<file path="src/rtl/block_padder.sv">
// block_padder: packs 32-bit words into 128-bit blocks with 10* padding.
// Latency: block written the cycle after the completing word is accepted.
// Backpressure: fifo_full stalls EMIT/PAD indefinitely; in_ready low until written.
// Optional: define PADDER_BLKCNT_EN to build the blk_count counter (else tied 0).
module block_padder #(
  parameter int WORD_W = 32,
  parameter int BLK_W  = 128,
  parameter int CNT_W  = 16
) (
  input  logic              clock,
  input  logic              reset,
  input  logic [WORD_W-1:0] in_data,
  input  logic              in_valid,
  input  logic              in_last,
  input  logic [2:0]        in_bytes,
  output logic              in_ready,
  input  logic              fifo_full,
  output logic [BLK_W-1:0]  blk_data,
  output logic              blk_wr_en,
  output logic              msg_done,
  output logic              busy,
  output logic [CNT_W-1:0]  blk_count
);

  localparam int WORDS = BLK_W / WORD_W;
  localparam int IDX_W = $clog2(WORDS);

  // Padding marker: a 0x80 byte in the first byte position, zeros after it.
  localparam logic [WORD_W-1:0] PAD_WORD = {1'b1, {(WORD_W-1){1'b0}}};
  localparam logic [BLK_W-1:0]  PAD_BLK  = {1'b1, {(BLK_W-1){1'b0}}};

  typedef enum logic [1:0] {
    FILL = 2'd0,
    EMIT = 2'd1,
    PAD  = 2'd2
  } state_t;

  state_t            state;
  logic [IDX_W-1:0]  idx_q;
  logic [BLK_W-1:0]  hold_q;
  logic [BLK_W-1:0]  hold_nxt;
  logic              fin_q;   // the block in EMIT closes the message
  logic              pad_q;   // message ended on a block boundary, extra pad block owed
  logic              busy_q;
  logic [2:0]        nbytes;
  logic [WORD_W-1:0] last_word;
  logic              accept;
  logic              wr_fire;
  logic              full_last;

  // Gating with reset keeps in_ready low while reset is held.
  assign in_ready  = reset && (state == FILL);
  assign accept    = in_valid && in_ready;
  assign blk_wr_en = (state == EMIT || state == PAD) && !fifo_full;
  assign wr_fire   = blk_wr_en;
  assign blk_data  = (state == PAD) ? PAD_BLK : hold_q;
  assign busy      = busy_q;

  // Completion is decoded from registered flags so it lines up with the write it marks.
  assign msg_done  = wr_fire && ((state == PAD) || (state == EMIT && fin_q && !pad_q));

  // A full last word in the final slot leaves no room for the marker.
  assign full_last = (nbytes == 3'd4) && (idx_q == IDX_W'(WORDS - 1));

  // Saturate the valid-byte count and build the padded final word.
  always_comb begin
    nbytes = (in_bytes > 3'd4) ? 3'd4 : in_bytes;
    last_word = in_data;
    case (nbytes)
      3'd0:    last_word = PAD_WORD;
      3'd1:    last_word = {in_data[31:24], 24'h80_0000};
      3'd2:    last_word = {in_data[31:16], 16'h8000};
      3'd3:    last_word = {in_data[31:8], 8'h80};
      default: last_word = in_data;
    endcase
  end

  // Next holding register: write the current slot, zero/mark later slots on the last word.
  always_comb begin
    hold_nxt = hold_q;
    for (int s = 0; s < WORDS; s++) begin
      if (s == int'(idx_q)) begin
        hold_nxt[BLK_W-1-WORD_W*s -: WORD_W] = in_last ? last_word : in_data;
      end else if (in_last && (s > int'(idx_q))) begin
        if ((nbytes == 3'd4) && (s == int'(idx_q) + 1)) begin
          hold_nxt[BLK_W-1-WORD_W*s -: WORD_W] = PAD_WORD;
        end else begin
          hold_nxt[BLK_W-1-WORD_W*s -: WORD_W] = '0;
        end
      end
    end
  end

  // Main FSM: fill slots, emit the block, optionally emit the extra pad block.
  always_ff @(posedge clock or negedge reset) begin
    if (!reset) begin
      state  <= FILL;
      idx_q  <= '0;
      hold_q <= '0;
      fin_q  <= 1'b0;
      pad_q  <= 1'b0;
      busy_q <= 1'b0;
    end else begin
      case (state)
        FILL: begin
          if (accept) begin
            hold_q <= hold_nxt;
            idx_q  <= idx_q + 1'b1;
            busy_q <= 1'b1;
            if (in_last) begin
              fin_q <= !full_last;
              pad_q <= full_last;
              state <= EMIT;
            end else if (idx_q == IDX_W'(WORDS - 1)) begin
              state <= EMIT;
            end
          end
        end
        EMIT: begin
          if (wr_fire) begin
            idx_q <= '0;
            if (pad_q) begin
              state <= PAD;
            end else begin
              if (fin_q) begin
                busy_q <= 1'b0;
              end
              fin_q <= 1'b0;
              state <= FILL;
            end
          end
        end
        PAD: begin
          if (wr_fire) begin
            pad_q  <= 1'b0;
            busy_q <= 1'b0;
            state  <= FILL;
          end
        end
        default: state <= FILL;
      endcase
    end
  end

`ifdef PADDER_BLKCNT_EN
  logic [CNT_W-1:0] cnt_q;

  // Block counter: restarts on the first word of a message, holds after completion.
  always_ff @(posedge clock or negedge reset) begin
    if (!reset) begin
      cnt_q <= '0;
    end else if (accept && !busy_q) begin
      cnt_q <= '0;
    end else if (wr_fire) begin
      cnt_q <= cnt_q + 1'b1;
    end
  end

  assign blk_count = cnt_q;
`else
  assign blk_count = '0;
`endif

endmodule
</file>
<file path="config.mk">
export PLATFORM = sky130hd
export DESIGN_NAME = block_padder
export DESIGN_NICKNAME = d
export VERILOG_FILES = /design/src/rtl/block_padder.sv
export SDC_FILE = /design/constraint.sdc
export NUM_CORES = 1
export LEC_CHECK = 0
export CORE_ASPECT_RATIO = 1.25
export CORE_MARGIN = 2
export CORE_UTILIZATION = 43
export CTS_CLUSTER_DIAMETER = 30
export CTS_CLUSTER_SIZE = 12
export DETAILED_ROUTE_END_ITERATION = 10
export GPL_TIMING_DRIVEN = 0
export PLACE_DENSITY = 0.77
export SYNTH_ARGS = -nofsm -noshare
export SYNTH_HDL_FRONTEND = slang
export SYNTH_SLANG_ARGS = --single-unit
</file>
<file path="constraint.sdc">
create_clock -name clock -period 1.7 [get_ports clock]
set_input_delay 0.17 -clock clock [delete_from_list [all_inputs] [get_ports clock]]
set_output_delay 0.17 -clock clock [all_outputs]
set_load 0.01 [all_outputs]
</file>
==> reports/results.ini <==
[run_status]
status=complete, but fails checks
violations=design-rule violations, negative hold slack, negative setup slack

[sta]
fin_ws_ns=-0.3208
rsz0062_at_grt=true
hold_violations=75
period_share_pct=118.9
slew_headroom_pct=49.03
slew_viol_final=0
finalCriticalPeriod_ns=2.021
setup_viol=266
whs_ns=-0.2047
tns_ns=-54.07
worst_slew_pin_slew_ns=0.7646
skew_ns=0.008614
max_freq_mhz=494.9

[final_layout]
stdcell_area_sq_um=10730
post-route-util_pct=74.18
antenna_cells=0
multiInputGateArea_sq_um=3517
nets=972
register_area_sq_um=3381
drive_above_1_share_pct=44.23
fill_cells=885
area_delta_synth_final_pct=67.74

[logic_synthesis]
synth_xor_area_share_pct=0
yosysTopAreaCell=dfrtp_1
netlist_area_sq_um=6399
ys_ff_latch=135
synth-simple-area-share_pct=23.76
synth_cell_types=44
synthCells=656
syn_avg_cell_area_sq_um=9.754
yosysWarnings=0
netlist.area_leader.share_pct=52.80
async_reset_ff_share_pct=100.0
synthAdderAreaFrac_pct=1.760
synth_ff_type=dfrtp_1
synth_mux_area_share_pct=0.8213
seq_area_frac_synth_pct=52.80
synth_edf_count=0
synthTopCellsByArea=dfrtp_1 53%, nor2b_1 12%, nand2_1 7.4%
synth_top_family_by_area=simple AND/OR/NAND/NOR gates
synth-compound-area-share_pct=15.31

[grt]
grt_pass1_wl_microns=31710
grt_pass1_vias=5771
grt_usage_pct=25.92
grt_max_degree=82
antenna_found_initial=0
grt_overflow=0

[clocking]
cts_tree=yes
cts_sinks=135
cts_buffers=17
cts-root-buf=clkbuf_16
clk_latency_ns=0.42
clockBufferDepth=2
clkTransAtPathRegs_ns=0.06
cts-htree-levels=4

[die]
die-height_microns=140.4
core_area_sq_um=14470
start_util_pct=44.22
die_x_microns=113.1
num_rows=49
io_pins=188
dieArea_sq_um=15880

[run]
cap_viol_max_count=0

[detailed_routing]
viasPerCell=5.710
wl_per_cell_microns=22.62
drtIter0Drc=538
vias=6361
firstDrtPassIters=9
ant_nets=0
wl_microns=25200
drc=11

[worst_setup_path]
end_kind=register
crit_required_ns=2.05
critPathArrivalTime_ns=2.37
path_max_fanout=8
startpoint_type=register
worstSetupPathType=reg2reg

[place]
routabilityCongestion=0.8501
io_buffers=170
preCtsSetupSlack_ns=-1.130
dp_hpwl_microns=13450
placed_area_sq_um=8411

[power_and_ir_drop]
vdd_drop_max_uv=818.5
p_leak_uw=0.005385
p_per_area_nw_per_um2=1575

[min_path]
hold_class=in2async

==> logic make-up (layout without fill, tap and decap cells) <==
kind of cell	after synthesis	count (layout)
and+or+nand+nor	293	295
AOI/OAI and AO/OA	145	145
DFF	135	135
buffers and inverters	68	331
adders and majority gates	9	9
muxes	5	5
other	1	16
==> where the power goes <==
group | switching (uW) | total [uW] | internal (uW)
combinational | 3830 | 8000 | 4170
sequential | 721 | 5020 | 4300
clock | 1490 | 3890 | 2400
total | 6040 | 16900 | 10900
==> worst max-delay path, stage by stage (launching register included) <==
cell and delay [ns]:
dfrtp_1 0.41, inv_2 0.11, buf_4 0.12, buf_6 0.09, ha_4 0.14, and3_4 0.29
buf_6 0.14, nand2_4 0.07, buf_12 0.17, nor2_4 0.20, a22o_1 0.19
==> per-stage QoR <==
stage / total power [uW] / cells / hold WS [ns]
6_report: 16910 / 1114 / -0.2047
2_1_floorplan: 7745 / 671 / -0.1256
3_5_place_dp: 10890 / 1020 / 0.2555
3_3_place_gp: 10760 / 1019 / 0.4437
5_1_grt: 17610 / 1114 / -0.1492
4_1_cts: 14890 / 1080 / -0.1882
==> placed cells by master, fill, tap and decap left out, types with 20 or more instances in the layout <==
cell and count:
dfrtp_1 133, nor2b_1 68, buf_2 80, buf_4 39, clkdlybuf4s50_1 38, buf_6 56
nand2_1 108, o21ai_2 24, buf_8 20, clkbuf_16 34, o21ai_1 39, a22o_1 52
nor2b_4 41
==> layer usage <==
layer | up-vias | wire length (microns) | track usage (%)
li1 | 2715 | - | -
met1 | 3110 | 9224 | 33.23
met2 | 411 | 12480 | 43.30
met3 | 125 | 1766 | 4.543
met4 | 0 | 1724 | 10.91
met5 | - | 0 | 0
==> registers in the layout (all words and copies together) (netlist names) <==
signal and flops:
busy 1, fin_q 1, hold_q 128, state 2
idx_q 2, pad_q 1
==> synth_stat cells (all sizes together) (5+ instances only) <==
cell type / number
a21oi: 5
a22o: 52
buf: 25
clkbuf: 35
dfrtp: 135
ha: 9
inv: 8
nand2: 126
nand2b: 5
nand3: 10
nor2: 12
nor2b: 127
o21ai: 75
==> final timing paths <==
check / start / to / slack, ns / cells after the start
setup reg to reg: state[0] / hold_q[94] / -0.32 / 10
setup / recovery: state[0] / hold_q[94] / -0.32 / 10
min in group clock: in_last / pad_q / 0.30 / 4
hold / removal: reset / hold_q[35] / -0.20 / 1
hold reg to reg: hold_q[76] / hold_q[76] / 0.47 / 2
max in group asynchronous: reset / hold_q[84] / 1.13 / 2
==> timing repair <==
item / in CTS / in global routing
gates resized for setup: 597 / 328
setup endpoints to repair: 264 / 262
buffers inserted: 25 / 23
hold endpoints to repair: 75 / 75
gates cloned: 6 / 13
pin swaps: 10 / 39
==> cell type report <==
cell class	count	share of cell area, %
Buffer	55	7.018
Clock buffer	19	4.220
Clock inverter	13	1.562
Inverter	8	0.2798
Multi-Input combinational cell	470	32.77
Sequential cell	135	31.50
Tap cell	178	2.075
Timing Repair Buffer	236	20.58
No activity file was read; power rests on OpenSTA's default activity.
